$ cat src/rtl/pow2_div_pkg.sv
// Shared types and constants for the serial signed divide-by-2^S unit.
package pow2_div_pkg;

  // Controller states
  typedef enum logic [1:0] {
    IDLE  = 2'd0,
    SHIFT = 2'd1,
    DONE  = 2'd2
  } state_t;

  // Rounding-mode encodings for the in_trunc input
  localparam logic RND_FLOOR = 1'b0;
  localparam logic RND_TRUNC = 1'b1;

endpackage

$ cat src/rtl/signed_pow2_round_fix.sv
// Converts a floor-rounded quotient/remainder pair into round-toward-zero form.
// Ports:
//   q_floor  - quotient after S arithmetic right shifts (rounded toward -inf)
//   rem_raw  - low S bits shifted out of the dividend (0..2^S-1)
//   shift    - S
//   mode     - RND_TRUNC or RND_FLOOR
//   sign     - dividend sign bit
//   q_c      - corrected quotient
//   rem_c    - corrected signed remainder
module signed_pow2_round_fix
  import pow2_div_pkg::*;
#(
  parameter int unsigned N  = 8,
  parameter int unsigned SW = $clog2(N)
) (
  input  logic [N-1:0]  q_floor,
  input  logic [N-1:0]  rem_raw,
  input  logic [SW-1:0] shift,
  input  logic          mode,
  input  logic          sign,
  output logic [N-1:0]  q_c,
  output logic [N-1:0]  rem_c
);

  logic         fix_c;
  logic [N-1:0] step_c;

  // A negative dividend with a nonzero remainder was rounded down; nudge it up by one.
  always_comb begin
    fix_c  = (mode == RND_TRUNC) && sign && (rem_raw != '0);
    step_c = N'(1) << shift;
    q_c    = q_floor;
    rem_c  = rem_raw;
    if (fix_c) begin
      q_c   = q_floor + N'(1);
      rem_c = rem_raw - step_c;
    end
  end

endmodule

$ cat src/rtl/signed_divide_by_power_of_2_serial.sv
// Serial signed divide by 2^S: one arithmetic shift per cycle, then a single
// rounding correction. Valid/ready handshake on input and output.
// Ports:
//   clk, rst_n           - clock, async active-low reset
//   in_valid/in_ready    - request handshake
//   in_data              - dividend (two's complement)
//   in_shift             - S, clamped to N-1
//   in_trunc             - 1: round toward zero, 0: floor
//   out_valid/out_ready  - result handshake
//   out_quot, out_rem    - quotient and remainder, in_data == quot*2^S + rem
module signed_divide_by_power_of_2_serial
  import pow2_div_pkg::*;
#(
  parameter int unsigned N  = 8,
  parameter int unsigned SW = $clog2(N)
) (
  input  logic          clk,
  input  logic          rst_n,
  input  logic          in_valid,
  output logic          in_ready,
  input  logic [N-1:0]  in_data,
  input  logic [SW-1:0] in_shift,
  input  logic          in_trunc,
  output logic          out_valid,
  input  logic          out_ready,
  output logic [N-1:0]  out_quot,
  output logic [N-1:0]  out_rem
);

  localparam int unsigned SWX = SW + 1;

  state_t        state, state_d;
  logic [N-1:0]  q, q_d;
  logic [N-1:0]  rem, rem_d;
  logic [SW-1:0] cnt, cnt_d;
  logic [SW-1:0] k, k_d;
  logic [SW-1:0] shift_r, shift_d;
  logic          mode, mode_d;
  logic          in_ready_d, out_valid_d;
  logic [N-1:0]  out_quot_d, out_rem_d;

  logic [SWX-1:0] shift_wide_c;
  logic [SW-1:0]  shift_clamp_c;
  logic [N-1:0]   q_fix_c, rem_fix_c;

  // Clamp the requested shift to N-1 (compare one bit wider so the test is never constant)
  always_comb begin
    shift_wide_c  = {1'b0, in_shift};
    shift_clamp_c = in_shift;
    if (shift_wide_c > SWX'(N - 1)) begin
      shift_clamp_c = SW'(N - 1);
    end
  end

  signed_pow2_round_fix #(
    .N  (N),
    .SW (SW)
  ) u_round_fix (
    .q_floor (q),
    .rem_raw (rem),
    .shift   (shift_r),
    .mode    (mode),
    .sign    (q[N-1]),
    .q_c     (q_fix_c),
    .rem_c   (rem_fix_c)
  );

  // State and datapath registers
  always_ff @(posedge clk or negedge rst_n) begin
    if (!rst_n) begin
      state     <= IDLE;
      q         <= '0;
      rem       <= '0;
      cnt       <= '0;
      k         <= '0;
      shift_r   <= '0;
      mode      <= RND_FLOOR;
      in_ready  <= 1'b1;
      out_valid <= 1'b0;
      out_quot  <= '0;
      out_rem   <= '0;
    end else begin
      state     <= state_d;
      q         <= q_d;
      rem       <= rem_d;
      cnt       <= cnt_d;
      k         <= k_d;
      shift_r   <= shift_d;
      mode      <= mode_d;
      in_ready  <= in_ready_d;
      out_valid <= out_valid_d;
      out_quot  <= out_quot_d;
      out_rem   <= out_rem_d;
    end
  end

  // Next-state and next-output logic
  always_comb begin
    state_d    = state;
    q_d        = q;
    rem_d      = rem;
    cnt_d      = cnt;
    k_d        = k;
    shift_d    = shift_r;
    mode_d     = mode;
    out_quot_d = out_quot;
    out_rem_d  = out_rem;

    case (state)
      IDLE: begin
        if (in_valid && in_ready) begin
          q_d     = in_data;
          rem_d   = '0;
          cnt_d   = shift_clamp_c;
          shift_d = shift_clamp_c;
          k_d     = '0;
          mode_d  = in_trunc;
          state_d = SHIFT;
        end
      end
      SHIFT: begin
        if (cnt != '0) begin
          // Shifted-out LSB lands at bit k of the remainder
          rem_d[k] = q[0];
          q_d      = {q[N-1], q[N-1:1]};
          k_d      = k + SW'(1);
          cnt_d    = cnt - SW'(1);
        end else begin
          out_quot_d = q_fix_c;
          out_rem_d  = rem_fix_c;
          state_d    = DONE;
        end
      end
      DONE: begin
        if (out_ready) begin
          state_d = IDLE;
        end
      end
      default: begin
        state_d = IDLE;
      end
    endcase

    in_ready_d  = (state_d == IDLE);
    out_valid_d = (state_d == DONE);
  end

endmodule
$ cat config.mk
export PLATFORM = sky130hd
export DESIGN_NAME = signed_divide_by_power_of_2_serial
export DESIGN_NICKNAME = d
export VERILOG_FILES = /design/src/rtl/pow2_div_pkg.sv /design/src/rtl/signed_pow2_round_fix.sv /design/src/rtl/signed_divide_by_power_of_2_serial.sv
export SDC_FILE = /design/constraint.sdc
export NUM_CORES = 1
export LEC_CHECK = 0
export BUFFER_PORTS_ARGS = -buffer_cell sky130_fd_sc_hd__buf_2
export CAP_MARGIN = 5
export CORE_MARGIN = 4
export CORE_UTILIZATION = 58
export CTS_CLUSTER_DIAMETER = 60
export DETAILED_ROUTE_END_ITERATION = 10
export PLACE_DENSITY = 0.8
export REMOVE_ABC_BUFFERS = 1
export SYNTH_ARGS = -nofsm -noshare
export SYNTH_HDL_FRONTEND = slang
export SYNTH_SLANG_ARGS = --single-unit
$ cat constraint.sdc
create_clock -name clk -period 3.17 [get_ports clk]
set_clock_uncertainty 0.2 [all_clocks]
set_input_delay 0.317 -clock clk [delete_from_list [all_inputs] [get_ports clk]]
set_output_delay 0.317 -clock clk [all_outputs]
set_load 0.02 [all_outputs]
==> reports/qor.yml <==
die:
  core_area_sq_um: 4414
  die-area_sq_um: 5756
  row_count: 24
  die_h_um: 75.87
  ioPinCount: 34
  chipWidth_um: 75.87
  initial_core_util_pct: 60.52
synthesis:
  ys.flop_type: "dfrtp_1"
  synthMuxAreaShare_pct: 3.372
  synth_top_family_by_area: "simple AND/OR/NAND/NOR gates"
  synth_fa_ha_area_share_pct: 6.838
  ys_types: 46
  synth_area_sq_um: 2671
  yosys_warnings: 0
  synth-xor-area-share_pct: 3.607
  synth.ff_latch_count: 46
  syn_inst: 292
  ys_async_sr_fraction_pct: 100.0
  syn_area_per_cell_sq_um: 9.148
  ys_seq_area_share_pct: 43.14
  synthSimpleGateAreaFrac_pct: 23.42
  synth_compound_area_share_pct: 14.10
  synth-edff-count: 0
setup_path:
  critPathTopFamily: "compound AO/OA/AOI/OAI gates"
  path_class: "flop to flop"
  required_ns: 3.16
  startpoint_type: "flop"
  reg2reg_slack_ns: 0.45
  critPathMaxFanout: 9
  crit_chain: "or3b_2 -> fa_1 -> a211oi_1 -> o21bai_1 -> a21oi_1 -> mux2i_1 -> nand3_1"
  critPathSlowestCell: "or3b_2"
  critPathMaxStageDelay_ns: 0.54
  worst-path-buf-inv: 0
  worstPathArrival_ns: 2.71
  cp-end-kind: "flop"
grt:
  gr-total-overflow: 0
  antenna_found_initial: 0
  grt_usage_pct: 20.54
  grt_pass1_vias: 1922
  grt_pass1_wl_um: 8976
  grt_start_max_net_pins: 47
power:
  ir_worst_vdd_uv: 725.0
  switching_share_pct: 47.25
  pwr-share-clk_pct: 11.4
  p_comb_share_pct: 53.7
  power_density_nw_per_um2: 1111
  leakagePower_nw: 1.412
  p_int_mw: 1.698
  sequentialPowerShare_pct: 35.0
  p_sw_mw: 1.520
clock_network:
  insertion_delay_ns: 0.30
  clk_pin_slew_ns: 0.09
  cts_resized: 0
  cts_setup_buffers: 0
  htreeDepth: 2
  root_buffer: "clkbuf_8"
  cts_buffers: 5
  cts_sinks: 46
  clockBufferDepth: 2
  cts_tree: "built"
sta:
  period_minus_slack_ns: 2.718
  rsz0062_at_grt: "false"
  hold_viol: 45
  setup-violations-final: 0
  worst_pin_slew_ns: 0.9988
  fmax_mhz: 367.9
  slew_headroom_pct: 33.42
  period_share_pct: 85.74
  hold_ws_ns: -0.02546
  maxSlewViolCount: 0
  setup_tns_ns: 0
cells_and_area:
  final_common_cell: "nand2_1"
  post-route-util_pct: 65.62
  final_cell_mix: "nand2_1, dfrtp_1, buf_2"
  num-fill-cells: 380
  drive_gt1_share_pct: 17.24
  multi_input_area_sq_um: 1371
  nets: 348
  syn2layout_area_growth_pct: 8.431
  diodes: 0
  ff_latch_area_sq_um: 1152
status:
  violations: "negative hold slack"
  status: "finished with violations"
placed_design:
  gp_congestion: 0.8688
  place_hpwl_um: 4003
  port_buffers: 33
route:
  drc: 0
  dr_total_vias: 2092
  drt_iter0_markers: 180
  drt-total-wl_um: 5436
  viasPerCell: 5.639
  wl_per_cell_um: 14.65
  final_antenna_net_count: 0
  dr.pass1.iters: 4
run:
  maxCapViolCount: 0
worst_hold_path:
  hold_class: "primary input to async pin"
[Yosys cell counts, types with 2 or more instances]
cell type / count / area share, %
nand2_1: 58 / 8.1
dfrtp_1: 45 / 42
o21ai_0: 22 / 4.1
nor2_1: 20 / 2.8
ha_1: 13 / 6.1
a21oi_1: 12 / 2.2
o21ai_1: 12 / 2.2
buf_2: 10 / 1.9
mux2i_1: 9 / 3.4
a31oi_1: 8 / 1.9
nand3_1: 8 / 1.5
inv_1: 7 / 0.98
xor2_1: 7 / 2.3
and3_1: 6 / 1.4
nand3b_1: 5 / 1.4
buf_6: 4 / 1.7
nor3_1: 4 / 0.75
xnor2_1: 4 / 1.3
buf_4: 3 / 0.84
nand2b_1: 3 / 0.70
a211oi_1: 2 / 0.56
and2_1: 2 / 0.47
and2b_1: 2 / 0.56
nand4_1: 2 / 0.47
or3_1: 2 / 0.47
or3b_2: 2 / 0.66
[worst paths after layout]
check / from / to / cells after the start
worst min-delay path: rst_n / out_rem[2]$_DFFE_PN0P_ / 1
worst max-delay path: shift_r[1]$_DFFE_PN0P_ / out_rem[6]$_DFFE_PN0P_ / 7
min in group clk: in_data[7] / q[7]$_DFFE_PN0P_ / 3
max in group asynchronous: rst_n / rem[4]$_DFFE_PN0P_ / 1
worst min register to register: out_rem[0]$_DFFE_PN0P_ / out_rem[0]$_DFFE_PN0P_ / 2
worst max register to register: shift_r[1]$_DFFE_PN0P_ / out_rem[6]$_DFFE_PN0P_ / 7
[registers in the layout, summed over array words and instances, names as in the netlist, 2 cells and up]
name / count
rem: 8
shift_r: 3
out_quot: 8
out_rem: 8
q: 8
state: 2
k: 3
cnt: 3
[per-layer routing]
layer  vias up  global-route usage [%]  wire length [um]
li1       1052                       -                 -
met1       979                   29.02              2508
met2        57                   31.84              2635
met3         4                   3.958               248
met4         0                   6.408                43
met5         -                       0                 0
[stage by stage]
| stage | hold WS (ns) | worst slack [ns] | instances | instance area, sq um | total power [mW] |
|---|---|---|---|---|---|
| floorplan | -0.1786 | 0.6828 | 275 | 2554 | 2.399 |
| global placement | 0.2616 | 0.5786 | 362 | 2799 | 2.801 |
| detailed placement | 0.2698 | 0.4758 | 362 | 2799 | 2.870 |
| CTS | 0.001478 | 0.4678 | 371 | 2897 | 3.236 |
| global route | 0.01026 | 0.2713 | 371 | 2897 | 3.538 |
| finish | -0.02546 | 0.4519 | 371 | 2897 | 3.218 |
[power groups by stage]
stage | Clock [mW] | Sequential [mW] | Combinational, mW
floorplan | 0 | 1.20 | 1.20
global placement | 0 | 1.12 | 1.68
detailed placement | 0 | 1.14 | 1.73
CTS | 0.372 | 1.13 | 1.74
global route | 0.398 | 1.17 | 1.97
finish | 0.365 | 1.13 | 1.73
[kinds of logic (layout without fill, tap and decap cells)]
group,after synthesis,in the layout
AND/OR/NAND/NOR,121,121
AO/OA/AOI/OAI,66,66
flip-flops,46,46
buffers and inverters,25,52
adder cells (fa/ha/maj),14,14
XOR/XNOR,11,11
multiplexers,9,9
[area by class of cell]
cell class | instances | area share, %
timing repair buffer | 36 | 6.566
tap | 52 | 2.246
sequential | 46 | 39.78
multi-input combinational | 221 | 47.34
clock buffer | 5 | 2.376
clock inverter | 3 | 0.6479
inverter | 8 | 1.037
[timing repair]
action / in CTS / in global routing
hold buffers: 1 / 0
endpoints found under the setup margin: 0 / 0
hold endpoints to repair: 1 / 0
(Power assumes the default switching activity.)
